File: src/rtl/seq_det_pkg.sv
// Shared defaults and mode constants for the parameterised serial pattern detector.
package seq_det_pkg;

    localparam int unsigned SEQ_LEN_DEF = 4;
    localparam logic [3:0]  PATTERN_DEF = 4'b1001;
    localparam int unsigned CNT_W_DEF   = 8;

    localparam logic OVL_ON  = 1'b1;
    localparam logic OVL_OFF = 1'b0;

endpackage

File: src/rtl/fsm_seq_detect_param.sv
// Serial pattern detector with loadable pattern and overlapping/non-overlapping modes.
// Optional saturating match counter is enabled by defining SEQ_DET_MATCH_CNT_EN.
module fsm_seq_detect_param
    import seq_det_pkg::*;
#(
    parameter int SEQ_LEN = SEQ_LEN_DEF,
    parameter     PATTERN = PATTERN_DEF,
    parameter int CNT_W   = CNT_W_DEF
) (
    input  logic               clk,
    input  logic               rst,
    input  logic               ser_in,
    input  logic               ser_vld,
    input  logic               ovl_mode,
    input  logic               pat_ld,
    input  logic [SEQ_LEN-1:0] pat_in,
    output logic               out
`ifdef SEQ_DET_MATCH_CNT_EN
    ,
    output logic [CNT_W-1:0]   match_cnt
`endif
);

    if (SEQ_LEN < 2 || SEQ_LEN > 16) begin : g_bad_seq_len
        $error("fsm_seq_detect_param: SEQ_LEN must be in 2..16");
    end
    if ($bits(PATTERN) != SEQ_LEN) begin : g_bad_pattern_width
        $error("fsm_seq_detect_param: PATTERN width must equal SEQ_LEN");
    end

    localparam int                 FILL_W    = $clog2(SEQ_LEN + 1);
    localparam logic [FILL_W-1:0]  FILL_MAX  = FILL_W'(SEQ_LEN);
    localparam logic [FILL_W-1:0]  MATCH_MIN = FILL_W'(SEQ_LEN - 1);
    localparam logic [SEQ_LEN-1:0] PAT_RST   = SEQ_LEN'(PATTERN);

    logic [SEQ_LEN-1:0] hist;
    logic [SEQ_LEN-1:0] pat;
    logic [FILL_W-1:0]  fill;

    logic [SEQ_LEN-1:0] hist_next;
    logic [FILL_W-1:0]  fill_inc;
    logic               accept;
    logic               match;

    // Fill gating keeps stale history (or an all-zero pattern) from matching early.
    always_comb begin
        hist_next = {hist[SEQ_LEN-2:0], ser_in};
        fill_inc  = (fill == FILL_MAX) ? fill : fill + FILL_W'(1);
        accept    = ser_vld && !pat_ld;
        match     = accept && (fill >= MATCH_MIN) && (hist_next == pat);
    end

    always_ff @(posedge clk or posedge rst) begin
        if (rst) begin
            hist <= '0;
            fill <= '0;
            pat  <= PAT_RST;
            out  <= 1'b0;
        end else begin
            out <= match;
            if (pat_ld) begin
                pat  <= pat_in;
                fill <= '0;
            end else if (ser_vld) begin
                hist <= hist_next;
                if (match && ovl_mode == OVL_OFF) begin
                    fill <= '0;
                end else begin
                    fill <= fill_inc;
                end
            end
        end
    end

`ifdef SEQ_DET_MATCH_CNT_EN
    always_ff @(posedge clk or posedge rst) begin
        if (rst) begin
            match_cnt <= '0;
        end else if (pat_ld) begin
            match_cnt <= '0;
        end else if (match && match_cnt != '1) begin
            match_cnt <= match_cnt + CNT_W'(1);
        end
    end
`endif

endmodule
File: config.mk
export PLATFORM = sky130hd
export DESIGN_NAME = fsm_seq_detect_param
export DESIGN_NICKNAME = d
export VERILOG_FILES = /design/src/rtl/seq_det_pkg.sv /design/src/rtl/fsm_seq_detect_param.sv
export SDC_FILE = /design/constraint.sdc
export NUM_CORES = 1
export LEC_CHECK = 0
export CAP_MARGIN = 15
export CORE_MARGIN = 2
export CORE_UTILIZATION = 45
export DETAILED_ROUTE_END_ITERATION = 8
export HOLD_SLACK_MARGIN = 0.12
export PLACE_DENSITY = 0.7
export SLEW_MARGIN = 20
export SYNTH_ARGS = -nofsm -noshare
export SYNTH_HDL_FRONTEND = slang
export SYNTH_SLANG_ARGS = --single-unit
File: constraint.sdc
create_clock -name clk -period 3.4 [get_ports clk]
set_input_delay 0.51 -clock clk [delete_from_list [all_inputs] [get_ports clk]]
set_output_delay 0.51 -clock clk [all_outputs]
set_load 0.02 [all_outputs]
==> Word-level counts from Yosys, hierarchy flattened <==
Cells that the tools add are included.
{ "totals": {"reg_bits": 11, "input_bits": 10, "output_inout_bits": 1, "elab_cells": 23} }
{ "op_classes": {"n_addsub": 1, "n_lt_le_gt_ge": 1, "eq_ne": 3, "n_mux": 4, "n_bitwise": 2, "n_reduce_logical": 8} }
{ "ops": {"columns": ["cell", "count"], "rows": [
  ["2-to-1 mux 3 bit", 4],
  ["equality test 4 bit", 1],
  ["logical AND 1 bit", 4],
  ["AND reduction 2 bit", 2],
  ["adder 3 x 1 -> 3 bit, second input constant", 1],
  ["equality test 3 bit, second input constant", 1],
  ["greater-or-equal comparator 3 x 2 -> 1 bit, second input constant", 1],
  ["inequality test 3 x 2 -> 1 bit, second input constant", 1],
  ["inverter 1 bit", 2],
  ["nonzero test 2 bit", 1],
  ["logical NOT 1 bit", 1]
]} }

==> Depth between registers and ports, before layout <==
Gate-level depths: netlist of the first run.
{ "logic_depth": {"ltp_word": 8, "depth_mapped": 6, "ltp_nobuf": 6} }

==> Worst setup path after synthesis of the first run <==
OpenSTA, ideal clock, no wires.
{ "synth_timing": {"kind": "flip-flop to flip-flop", "startpoint": "register fill[0]", "endpoint": "register fill[0]", "setup_ns": 0.111, "arrival_ns": 1.433, "required_time_ns": 3.289, "path_slack_ns": 1.856, "path_stages_with_launch": 7, "n_path_buf": 0, "period_less_slack_ns": 1.544, "path_cell_list": "dfrtp_1 -> ha_1 -> ha_1 -> a211oi_1 -> or2_4 -> nor3_1 -> a2111oi_2"} }
{ "synth_via": {"elab_chain_cells": 7, "elab_cells_between_ends": 12, "classes_between": "add/sub (1); order compare (1); eq/ne (2); mux (4); reduce/logical (4)"} }
{ "synth_lines": {"columns": ["element", "line_no", "rtl"], "rows": [
  ["from (decl)", "fsm_seq_detect_param.sv:38", "logic [FILL_W-1:0] fill;"],
  ["from (signal assigned)", "fsm_seq_detect_param.sv:69", "fill <= fill_inc;"],
  ["greater-or-equal comparator 3 x 2 -> 1 bit", "fsm_seq_detect_param.sv:50", "match = accept && (fill >= MATCH_MIN) && (hist_next == pat);"],
  ["logical AND 1 bit (2 in series)", "fsm_seq_detect_param.sv:50", null],
  ["logical AND 1 bit", "fsm_seq_detect_param.sv:66", "if (match && ovl_mode == OVL_OFF) begin"],
  ["2-to-1 mux 3 bit", "fsm_seq_detect_param.sv:66", null],
  ["2-to-1 mux 3 bit", "fsm_seq_detect_param.sv:64", "end else if (ser_vld) begin"],
  ["2-to-1 mux 3 bit", "fsm_seq_detect_param.sv:61", "if (pat_ld) begin"]
]} }
Several ways; a longest one is shown, not always the timed one. The select of a mux whose other input is x is not followed.
A chain may end at the register's enable or synchronous reset.

==> Final worst setup path of the first run <==
{ "layout_timing": {"startpoint": "input pat_ld", "endpoint": "register fill[1]"} }
{ "layout_via": {"elab_chain_cells": 8, "elab_cells_between_ends": 11, "classes_between": "eq/ne (1); mux (3); reduce/logical (7)"} }
{ "layout_lines": {"columns": ["element", "line_no", "rtl"], "rows": [
  ["from (decl)", "fsm_seq_detect_param.sv:15", "input logic pat_ld,"],
  ["logical NOT 1 bit", "fsm_seq_detect_param.sv:49", "accept = ser_vld && !pat_ld;"],
  ["logical AND 1 bit", "fsm_seq_detect_param.sv:49", null],
  ["logical AND 1 bit (2 in series)", "fsm_seq_detect_param.sv:50", null],
  ["logical AND 1 bit", "fsm_seq_detect_param.sv:66", null],
  ["2-to-1 mux 3 bit", "fsm_seq_detect_param.sv:66", null],
  ["2-to-1 mux 3 bit", "fsm_seq_detect_param.sv:64", null],
  ["2-to-1 mux 3 bit", "fsm_seq_detect_param.sv:61", null]
]} }
Several ways; a longest one is shown, not always the timed one. The select of a mux whose other input is x is not followed.

==> results of run 1 <==
## final timing paths
kind	cells after the start	end	slack, ns	startpoint
max in group asynchronous	2	pat[3]$_DFFE_PP1P_	2.56	rst
hold / removal	2	fill[0]$_DFFE_PP0P_	0.52	rst
min in group clk	1	pat[2]$_DFFE_PP0P_	0.53	pat[2]$_DFFE_PP0P_
setup reg to reg	6	fill[0]$_DFFE_PP0P_	1.72	fill[0]$_DFFE_PP0P_
hold reg to reg	1	pat[2]$_DFFE_PP0P_	0.53	pat[2]$_DFFE_PP0P_
setup / recovery	5	fill[1]$_DFFE_PP0P_	1.62	pat_ld
## synthesized netlist by cell type
| cell type | n |
|---|---|
| a2111oi_2 | 1 |
| a211oi_1 | 1 |
| a21oi_1 | 2 |
| and3_1 | 1 |
| buf_6 | 1 |
| dfrtp_1 | 9 |
| dfstp_2 | 2 |
| ha_1 | 3 |
| inv_1 | 5 |
| mux2_2 | 7 |
| nand2_1 | 3 |
| nand2b_4 | 1 |
| nand3_1 | 1 |
| nand4_1 | 1 |
| nor2_1 | 2 |
| nor3_1 | 1 |
| o21ai_0 | 2 |
| o31ai_1 | 1 |
| o32ai_2 | 1 |
| or2_4 | 1 |
| xnor2_1 | 4 |
## logic make-up after synthesis
logic type,count (synthesis)
buf+inv,6
flops,11
xor+xnor,4
simple gates,11
mux,7
fa+ha+maj,3
compound gates,8
## metrics by stage
step                hold WS, ns  utilization  instance area [um^2]
finish                    0.516        0.571                   724
global placement          0.516        0.549                   697
global route              0.560        0.571                   724
CTS                       0.527        0.571                   724
floorplan                 0.361            -                   589
detailed placement        0.525        0.549                   697
## layer usage
metal / vias to the layer above / wire [um]
met5: - / 0
met4: 0 / 14
met3: 2 / 48
met2: 11 / 471
met1: 188 / 400
li1: 200 / -
## critical path, stage by stage
cell             delay [ns]
clkdlybuf4s50_1        0.58
nand2b_4               0.24
or2_4                  0.25
o32ai_2                0.24
a21oi_1                0.09
## report_power, final
part / internal, mW / total [mW] / leakage (nW) / switching (mW)
registers: 0.150 / 0.163 / 0.134 / 0.0136
logic: 0.0399 / 0.0676 / 0.147 / 0.0277
clock network: 0.0436 / 0.0893 / 0.0177 / 0.0458
## final cells by class
class | count | share of cell area
clock inverter | 1 | 0.00691
inverter | 5 | 0.0259
timing repair buffer | 10 | 0.138
clock buffer | 3 | 0.0311
sequential | 11 | 0.383
multi-input combinational | 33 | 0.389
tap | 15 | 0.0259
## registers in the layout, indices dropped and copies added, names as in the netlist
register,flops
fill,3
hist,3
out,1
pat,4
==> results.py, run 1 <==
metrics = {
    "clock_network": {
        "post_cts_buffers": 0,
        "htreeDepth": 1,
        "hold_buffers": 0,
        "post_cts_resized": 0,
        "clk_pin_slew_worst_paths_ns": 0.08,
        "cts.sinks": 11,
        "clock_path_buffers": 2,
        "cts_root_buf": "clkbuf_4",
        "insertion_delay_ns": 0.27,
        "cts_tree": "yes",
        "cts_inserted_buffers": 3,
    },
    "setup_path": {
        "worstPathMaxFanout": 8,
        "startpoint_type": "input pin",
        "crit_type": "in -> reg",
        "worstPathArrival_ns": 1.92,
        "crit_required_ns": 3.54,
        "crit_path_end_kind": "flip-flop",
    },
    "flow_run": {
        "maxCapViolations": 0,
    },
    "synth": {
        "yosys_warnings": 0,
        "ys_types": 21,
        "ys_seq_elements": 11,
        "synth_area_um2": 589,
        "synth_top_family_by_area": "multiplexers",
        "synth-xor-area-share": 0.0594,
        "synth_fp_nets": 63,
        "synthAdderAreaFrac": 0.0637,
        "synthSimpleGateAreaFrac": 0.108,
        "yosys.area.top_type": "dfrtp_1",
        "synthMuxAreaShare": 0.134,
        "synth.top_cell.area_share": 0.382,
        "syn_inst": 50,
        "syn_avg_cell_area_um2": 11.8,
        "synth_compound_area_frac": 0.113,
        "synth_area_leaders": "dfrtp_1 38%, mux2_2 13%, dfstp_2 8.9%",
        "yosysSeqAreaShare": 0.471,
    },
    "timing": {
        "period_share": 0.523,
        "max-slew-margin-rel": 0.726,
        "final.setup.worst_slack_ns": 1.62,
        "fin_tns_setup_ns": 0,
        "fmaxAchievable_ghz": 0.562,
        "finalCriticalPeriod_ns": 1.78,
        "drv_slew": 0,
        "hold_violations": 0,
        "finClkSkew_ns": 0.00971,
        "setup_violations": 0,
        "rsz0062_at_grt": "no",
        "worst_pin_slew_ns": 0.411,
    },
    "finish": {
        "multi_input_area_um2": 282,
        "fillCellCount": 114,
        "final_common_cell": "clkdlybuf4s50_1",
        "n_antenna_cell": 0,
        "area_growth_pct": 22.9,
        "fin_cells": 78,
        "drive_gt1_frac": 0.270,
        "finalNetCount": 77,
        "final_cell_mix": "10 x clkdlybuf4s50_1, 9 x dfrtp_1, 7 x mux2_2",
        "seq_area_um2": 278,
    },
    "global_route": {
        "grt_antenna_before_repair": 0,
        "met3_usage": 0.0667,
        "use_met2": 0.286,
        "grt_pass1_vias": 396,
        "top_usage_layer": "met2",
        "grtUsageTotal": 0.169,
        "grt_use_met1": 0.175,
        "grt_remaining_overflow": 0,
        "grt_pass1_wl_um": 1680,
        "grt_max_degree": 12,
    },
    "drt": {
        "drc": 0,
        "finalWirelength_um": 933,
        "drt-initial-drc-count": 2,
        "dr.pass1.iters": 4,
        "wl_per_cell_um": 12.0,
        "ant_nets": 0,
        "vias": 401,
        "vias_per_cell": 5.14,
    },
    "floorplan": {
        "fp.dieArea_um2": 1620,
        "die_y_um": 40.2,
        "die_x_um": 40.2,
        "rows": 13,
        "num_io_pins": 11,
        "core_area_um2": 1270,
        "start_util": 0.464,
    },
    "power_and_ir_drop": {
        "powerDensity_nw_per_um2": 442,
        "p_leak_nw": 0.299,
        "power_mw": 0.320,
        "ir_worst_vdd_uv": 320,
    },
    "min_path": {
        "hp-class": "in -> async",
    },
    "placed_design": {
        "place.gp.congestion": 0.646,
        "placedCellCount": 74,
        "dp_slack_ns": 1.33,
        "dp_hpwl_um": 752,
        "portBuffers": 10,
    },
    "run_status": {
        "outcome": "completed",
    },
}
Note: power is estimated with default switching activity, not from simulation.
==> run 2: changes to the inputs <==
- clock period: 3.4 -> 1.8 ns (I/O delays scaled with it)
==> run 2 against run 1 <==
  * Via count is 1.5% higher
  * Utilization is 0.49 points higher
  * Clock skew is 0.0046 ns lower
  * Final cell count is 1.3% higher
  * Design area is 0.86% higher
==> results.py, run 2 (synthesis results as in run 1) <==
metrics = {
    "timing": {
        "rsz0062_at_grt": "no",
        "finalCriticalPeriod_ns": 1.64,
        "fmaxAchievable_ghz": 0.610,
        "setup_violations": 0,
        "finClkSkew_ns": 0.00511,
        "drv_slew": 0,
        "period_share": 0.911,
        "fin_hold_ws_ns": 0.285,
        "fin_tns_setup_ns": 0,
        "worst_pin_slew_ns": 0.405,
        "max-slew-margin-rel": 0.730,
        "hold_violations": 0,
    },
    "setup_path": {
        "worstPathArrival_ns": 1.80,
        "r2r-start": "fill[0]$_DFFE_PP0P_",
        "path_delay_family": "compound AO/OA/AOI/OAI gates",
        "cp-startpoint": "fill[0]$_DFFE_PP0P_",
        "critPathBufInv": 0,
        "startpoint_type": "flip-flop",
        "crit_type": "reg -> reg",
        "path_cells": "ha_1, ha_1, a211oi_1, or2_4, nor3_1, a2111oi_2",
        "cpMaxStageDelayCell": "dfrtp_1",
        "crit_required_ns": 1.96,
        "crit_path_end_kind": "flip-flop",
        "cp_slowest_stage_delay_ns": 0.41,
        "worstPathMaxFanout": 5,
        "cp_common_cell": "ha_1",
    },
    "finish": {
        "final_cell_mix": "10 x clkdlybuf4s50_1, 9 x dfrtp_1, 7 x mux2_2",
        "largest_reg_flops": 4,
        "reg_top3": "pat (4), fill (3), hist (3)",
        "n_antenna_cell": 0,
        "drive_gt1_frac": 0.266,
        "multi_input_area_um2": 282,
        "design_area_um2": 731,
        "largest_register": "pat",
        "fillCellCount": 119,
        "final_common_cell": "clkdlybuf4s50_1",
        "area_growth_pct": 24.0,
        "finalNetCount": 78,
        "seq_area_um2": 278,
    },
    "flow_run": {
        "maxCapViolations": 0,
    },
    "drt": {
        "ant_nets": 0,
        "dr.pass1.iters": 2,
        "vias_per_cell": 5.15,
        "drc": 0,
        "vias": 407,
        "wl_per_cell_um": 11.5,
        "drt-initial-drc-count": 2,
        "finalWirelength_um": 908,
    },
    "power_and_ir_drop": {
        "p_leak_nw": 0.301,
        "powerDensity_nw_per_um2": 820,
        "ir_worst_vdd_uv": 473,
    },
    "clock_network": {
        "post_cts_buffers": 0,
        "cts.sinks": 11,
        "cts_inserted_buffers": 3,
        "cts_tree": "yes",
        "insertion_delay_ns": 0.27,
        "clock_path_buffers": 2,
        "htreeDepth": 1,
        "hold_buffers": 0,
        "cts_root_buf": "clkbuf_4",
        "clk_pin_slew_worst_paths_ns": 0.07,
        "post_cts_resized": 0,
    },
    "global_route": {
        "grt_antenna_before_repair": 0,
        "grt_pass1_vias": 402,
        "grt_remaining_overflow": 0,
        "grt_pass1_wl_um": 1550,
        "grtUsageTotal": 0.153,
        "grt_max_degree": 12,
    },
    "placed_design": {
        "place.gp.congestion": 0.639,
        "dp_hpwl_um": 751,
        "placed_area_um2": 704,
        "portBuffers": 10,
    },
    "floorplan": {
        "die_x_um": 40.2,
        "start_util": 0.464,
        "rows": 13,
        "num_io_pins": 11,
        "die_y_um": 40.2,
        "core_area_um2": 1270,
        "fp.dieArea_um2": 1620,
    },
    "run_status": {
        "outcome": "completed",
    },
    "min_path": {
        "hp-class": "in -> async",
    },
}
[run 2: cell type report]
class,instances,share of cell area
flip-flops and latches,11,0.380
repair buffers,11,0.147
multi-input cells,33,0.385
clock buffers,4,0.0360
well taps,15,0.0257
inverters,5,0.0257
[run 2: worst paths after layout]
path	endpoint	slack, ns	cells after the start
max	fill[0]$_DFFE_PP0P_	0.16	6
min	hist[0]$_DFFE_PP0P_	0.29	2
max reg2reg	fill[0]$_DFFE_PP0P_	0.16	6
min reg2reg	hist[2]$_DFFE_PP0P_	0.53	1
max in group asynchronous	pat[3]$_DFFE_PP1P_	1.19	2
min in group clk	hist[2]$_DFFE_PP0P_	0.53	1
[run 2: routing by layer]
metal,routed length [um],up-vias,track usage
met5,0,-,0
met1,403,190,0.161
met3,32,2,0.0500
met4,19,0,0.0750
met2,452,8,0.270
li1,-,207,-
[run 2: power breakdown]
part	internal (mW)	switching, mW	total (mW)
Clock	0.0858	0.0778	0.164
Sequential	0.283	0.0250	0.308
Combinational	0.0770	0.0508	0.128
[run 2: per-stage QoR]
step / setup slack (ns) / power (mW) / instances / util
finish: 0.160 / 0.599 / 79 / 0.576
global route: 0.0271 / 0.641 / 79 / 0.576
CTS: 0.143 / 0.610 / 79 / 0.576
detailed placement: 0.132 / 0.444 / 75 / 0.555
global placement: 0.146 / 0.441 / 75 / 0.555
floorplan: 0.256 / 0.402 / 50 / -
==> RTL edit 1, RTL diff (settings of run 2) <==
The option `SEQ_DET_MATCH_CNT_EN` is turned on by a define.
--- a/src/rtl/fsm_seq_detect_param.sv
+++ b/src/rtl/fsm_seq_detect_param.sv
@@ -1,5 +1,7 @@
 // Serial pattern detector with loadable pattern and overlapping/non-overlapping modes.
 // Optional saturating match counter is enabled by defining SEQ_DET_MATCH_CNT_EN.
+`define SEQ_DET_MATCH_CNT_EN
+
 module fsm_seq_detect_param
     import seq_det_pkg::*;
 #(
Check against the original RTL (old outputs only; new: match_cnt): equivalent (equiv_simple and equiv_induct, registers matched by name and starting in step).
==> RTL edit 1 against run 2 <==
Wire length rose to 2.6 times the old value. Sequential power rose by 54%. Power rose by 37%. The flow now finishes with violations (setup timing). Cell area rose by 100%. Setup slack got worse by 0.27 ns. Largest power group unchanged. Hold slack got worse by 0.033 ns. Sequential cell count rose by 8. Final cell count rose by 120%. Synthesized area rose by 75%. Via count rose by 130%. First-iteration DRC count rose to 16 times the old value. Global-route usage rose by 4.5 points. Sequential share of layout area fell by 5.7 points.
==> RTL edit 1: results (changes against run 2) <==
outcome=finished, violations left (was complete, no violations); failing checks=setup timing; root buf cell=clkbuf_4 (unchanged); slowest stage cell, crit path=or4_4 (was dfrtp_1); Worst-path clk slew=0.11 ns (was 0.07 ns); global-route wire length before repair=3.89 mm (was 1.55 mm); Mean Syn Cell Area=10.1 um2 (was 11.8 um2); Synth top cells by count=dfrtp_1, nand3_1, inv_1, a21oi_1 (was dfrtp_1, mux2_2, inv_1, xnor2_1); TritonCTS buffer count=3 (unchanged); Unique masters post-synth=28 (was 21); largest net degree at the start of global routing=17 (was 12); clk buf depth=2 (unchanged); gr usage total=0.197 (was 0.153); final RePlAce weighted congestion=0.759 (was 0.639); setup TNS=-0.447 ns (was 0 ns); DR vias=924 (was 407); diode count=0 (unchanged); endpoints failing setup=7 (was 0); drt pass-1 iters=5 (was 2); H-Tree Depth=1 (unchanged); drt wl/cell=14.0 um (was 11.5 um); Slew @ Worst Pin=0.372 ns (was 0.405 ns); I/O Buffers=18 (was 10); synth top area cells=dfrtp_1, mux2_2, nand3_1, dfstp_2, ha_1 (was dfrtp_1, mux2_2, dfstp_2, ha_1, xnor2_1); top_reg_cell synth=dfrtp_1 (unchanged); r2r worst-path depth=9 (was 6); DP HPWL=1.67 mm (was 751 um); multiplexer area fraction after synthesis=0.0656 (was 0.134); layout cells sized above 1=0.371 (was 0.266); Largest regs=match_cnt (8), pat (4) (was pat (4), fill (3), hist (3)); Worst-Skew Late Latency=0.29 ns (was 0.27 ns); initial drt markers=31 (was 2); Inst Count DP=163 (was 75); HP Class=in -> async (unchanged); P_leak=0.000628 uW (was 0.000301 uW); Worst Skew=0.00471 ns (was 0.00511 ns); register area share after synthesis=0.464 (was 0.471); reg2reg end=match_cnt[7] (was fill[0]); final cell count without fillers=171 (was 79); fin nets=158 (was 78); Mapped Nets=116 (was 63); post-synthesis compound-gate area fraction=0.149 (was 0.113); Arr. time, crit path=2.13 ns (was 1.80 ns); Worst Setup SP=fill[1] (was fill[0]); maximum vdd ir drop=0.436 mV (was 0.473 mV); adder-cell share of the synthesized area=0.0486 (was 0.0637); Worst Slack Setup Final=-0.110 ns (was 0.160 ns); Post-Synth XOR/XNOR Area=0.00851 (was 0.0594); Worst path max stage delay=0.47 ns (was 0.41 ns); Ys Warns=0 (unchanged)
RTL edit 1: timing repair:
action / 4_1_cts / 5_1_grt
setup endpoints to repair: 12 / 10
resized for setup: 13 / 4
pin swaps: 15 / 1
hold buffers: 0 / 0
cloned: 1 / 0
buffers inserted: 3 / 0
RTL edit 1: area by class of cell:
type	count	area, um2
Fill cell	183	704
Tap cell	28	35.0
Multi-Input combinational cell	70	552
Clock inverter	1	5.00
Inverter	9	33.8
Clock buffer	3	22.5
Timing Repair Buffer	41	358
Sequential cell	19	480
RTL edit 1: report_power, final:
part | internal [uW] | leakage, uW | switching [uW]
clock network | 82.6 | 0.0000177 | 128
registers | 456 | 0.000244 | 17.2
logic | 78.1 | 0.000366 | 61.3
RTL edit 1: worst max-delay path: cells and delay by family (launching register included):
family                     cells  cell delay, ns
and+or+nand+nor                3            0.71
adders and majority gates      2            0.33
AOI/OAI and AO/OA              2            0.17
buffers and inverters          2            0.26
DFF                            1            0.37
RTL edit 1: metal layers:
| metal | GRT usage | share of wire | vias to the layer above |
|---|---|---|---|
| met2 | 0.350 | 0.53 | 15 |
| li1 | - | - | 457 |
| met3 | 0.0287 | 0.030 | 2 |
| met4 | 0.0789 | 0.0071 | 0 |
| met1 | 0.237 | 0.43 | 450 |
| met5 | 0 | 0 | - |
RTL edit 1: per-stage QoR:
| step | hold slack, ns | setup slack [ns] | cell area [um2] |
|---|---|---|---|
| 3_3_place_gp | 0.467 | -0.234 | 1370 |
| 5_1_grt | 0.286 | -0.172 | 1490 |
| 3_5_place_dp | 0.464 | -0.364 | 1370 |
| 2_1_floorplan | 0.220 | -0.00133 | 1030 |
| 6_report | 0.252 | -0.110 | 1490 |
| 4_1_cts | 0.250 | -0.0958 | 1470 |
==> RTL edit 2, RTL diff (config.mk and constraints of run 2) <==
Without the edit above. Put one more register stage on the output `out`, with the module's reset. The value now appears one clock later.
--- a/src/rtl/fsm_seq_detect_param.sv
+++ b/src/rtl/fsm_seq_detect_param.sv
@@ -20,6 +20,8 @@
     output logic [CNT_W-1:0]   match_cnt
 `endif
 );
+
+    logic out_s0;
 
     if (SEQ_LEN < 2 || SEQ_LEN > 16) begin : g_bad_seq_len
         $error("fsm_seq_detect_param: SEQ_LEN must be in 2..16");
@@ -55,9 +57,9 @@
             hist <= '0;
             fill <= '0;
             pat  <= PAT_RST;
-            out  <= 1'b0;
+            out_s0 <= 1'b0;
         end else begin
-            out <= match;
+            out_s0 <= match;
             if (pat_ld) begin
                 pat  <= pat_in;
                 fill <= '0;
@@ -84,4 +86,12 @@
     end
 `endif
 
+    always_ff @(posedge clk or posedge rst) begin
+        if (rst) begin
+            out <= '0;
+        end else begin
+            out <= out_s0;
+        end
+    end
+
 endmodule
Behaviour: not the same (a bounded check fails within 10 cycles, from zero or initial values and one cycle with rst high).
==> RTL edit 2 against run 2 <==
Largest power group unchanged. Setup slack better by 0.12 ns. Non-clock buffer count is the same. Core utilization up 1.2 points. Highest routed layer is now met3. Wire length is 8.9% higher. Synthesized area up 4.2%. Sequential cell count grew 1. Cell area increased by 3.4%. Hold slack gained 0.018 ns. Power rose by 5.3%.
==> RTL edit 2: results (changes against run 2) <==
Mean Syn Cell Area=12.0 um2 (was 11.8 um2); largest net degree at the start of global routing=13 (was 12); Largest regs=pat (4), fill (3), hist (3) (unchanged); R2R Setup Slk=0.28 ns (was 0.16 ns); met3 usage=0.0815 (was 0.0500); final RePlAce weighted congestion=0.717 (was 0.639); Synth top cells by count=dfrtp_1, mux2_2, inv_1, xnor2_1 (unchanged); top-area cell type share of the netlist area=0.407 (was 0.382); drt pass-1 iters=4 (was 2); via density per instance=5.13 (was 5.15); internal power=468 uW (was 446 uW); synth top area cells=dfrtp_1, mux2_2, dfstp_2, ha_1, xnor2_1 (unchanged); initial drt markers=6 (was 2); outcome=complete, no violations (unchanged); maximum vdd ir drop=0.425 mV (was 0.473 mV); Slew @ Worst Pin=0.445 ns (was 0.405 ns); DR vias=410 (was 407); placed cell area=729 um2 (was 704 um2); Worst Skew=0.00354 ns (was 0.00511 ns); GR Layer Usage met1=0.183 (was 0.161); reg2reg end=fill[0] (unchanged); FILL cells=120 (was 119); final wirelength=989 um (was 908 um); Inst Count DP=76 (was 75); Unique masters post-synth=21 (unchanged); gr usage total=0.160 (was 0.153); register area share after synthesis=0.493 (was 0.471); Clock power frac=0.268 (was 0.273); number of global-route vias before repair=366 (was 402); fin nets=79 (was 78); P_leak=0.000315 uW (was 0.000301 uW); global-route wire length before repair=1.61 mm (was 1.55 mm); Arr. time, crit path=1.68 ns (was 1.80 ns); DP HPWL=787 um (was 751 um); Mapped Nets=64 (was 63); GRT met2 Usage=0.246 (was 0.270); layout cells sized above 1=0.262 (was 0.266)
RTL edit 2: cell count changes after synthesis, sizes merged:
cell and delta:
dfrtp +1
RTL edit 2: how the worst min path moves through the flow:
stage | startpoint | endpoint | slack (ns) | depth (start not counted)
after floorplan | rst | fill[0] | 0.13 | 1
after global placement | out_s0 | out | 0.33 | 0
after detailed placement | out_s0 | out | 0.34 | 0
after CTS | rst | fill[2] | 0.31 | 2
after global routing | rst | out | 0.35 | 2
final | rst | out | 0.30 | 2
RTL edit 2: repair_timing:
action	4_1_cts	5_1_grt
setup buffers	0	0
endpoints found under the setup margin	0	1
hold endpoints to repair	0	0
RTL edit 2: final cells by class:
cell class | count | area [um2] | area share
flip-flops and latches | 12 | 303 | 0.401
multi-input cells | 33 | 282 | 0.373
repair buffers | 11 | 108 | 0.142
clock buffers | 4 | 26.3 | 0.0348
inverters | 5 | 18.8 | 0.0248
well taps | 15 | 18.8 | 0.0248
RTL edit 2: power groups by stage:
stage	Sequential [uW]	Combinational, uW	Clock (uW)
global route	338	147	192
detailed placement	339	131	0
floorplan	331	94.8	0
finish	333	129	169
CTS	334	131	178
global placement	337	127	0
RTL edit 2: worst max-delay path, stage by stage, from the launching register on:
cell	delay [ns]
dfrtp_1	0.42
ha_1	0.21
ha_1	0.17
a211oi_1	0.18
or2_4	0.18
nor3_1	0.06
a2111oi_2	0.20
RTL edit 2: metrics by stage:
step           hold WS [ns]  setup slack [ns]   util  total power, uW
2_1_floorplan         0.133             0.256      -              426
3_3_place_gp          0.333             0.133  0.568              464
3_5_place_dp          0.344             0.130  0.568              470
4_1_cts               0.313             0.137  0.588              644
5_1_grt               0.349             0.108  0.588              676
6_report              0.303             0.276  0.588              631
RTL edit 2: cell families after synthesis:
kind of cell,Yosys count,synth area share
compound gates,8,0.108
xor+xnor,4,0.0570
fa+ha+maj,3,0.0611
buf+inv,6,0.0489
flops,12,0.493
mux,7,0.128
simple gates,11,0.104
RTL edit 2: metal layers:
metal / routed length [um] / share of wire
met1: 413 / 0.42
met2: 534 / 0.54
met3: 42 / 0.042
met4: 0 / 0
met5: 0 / 0
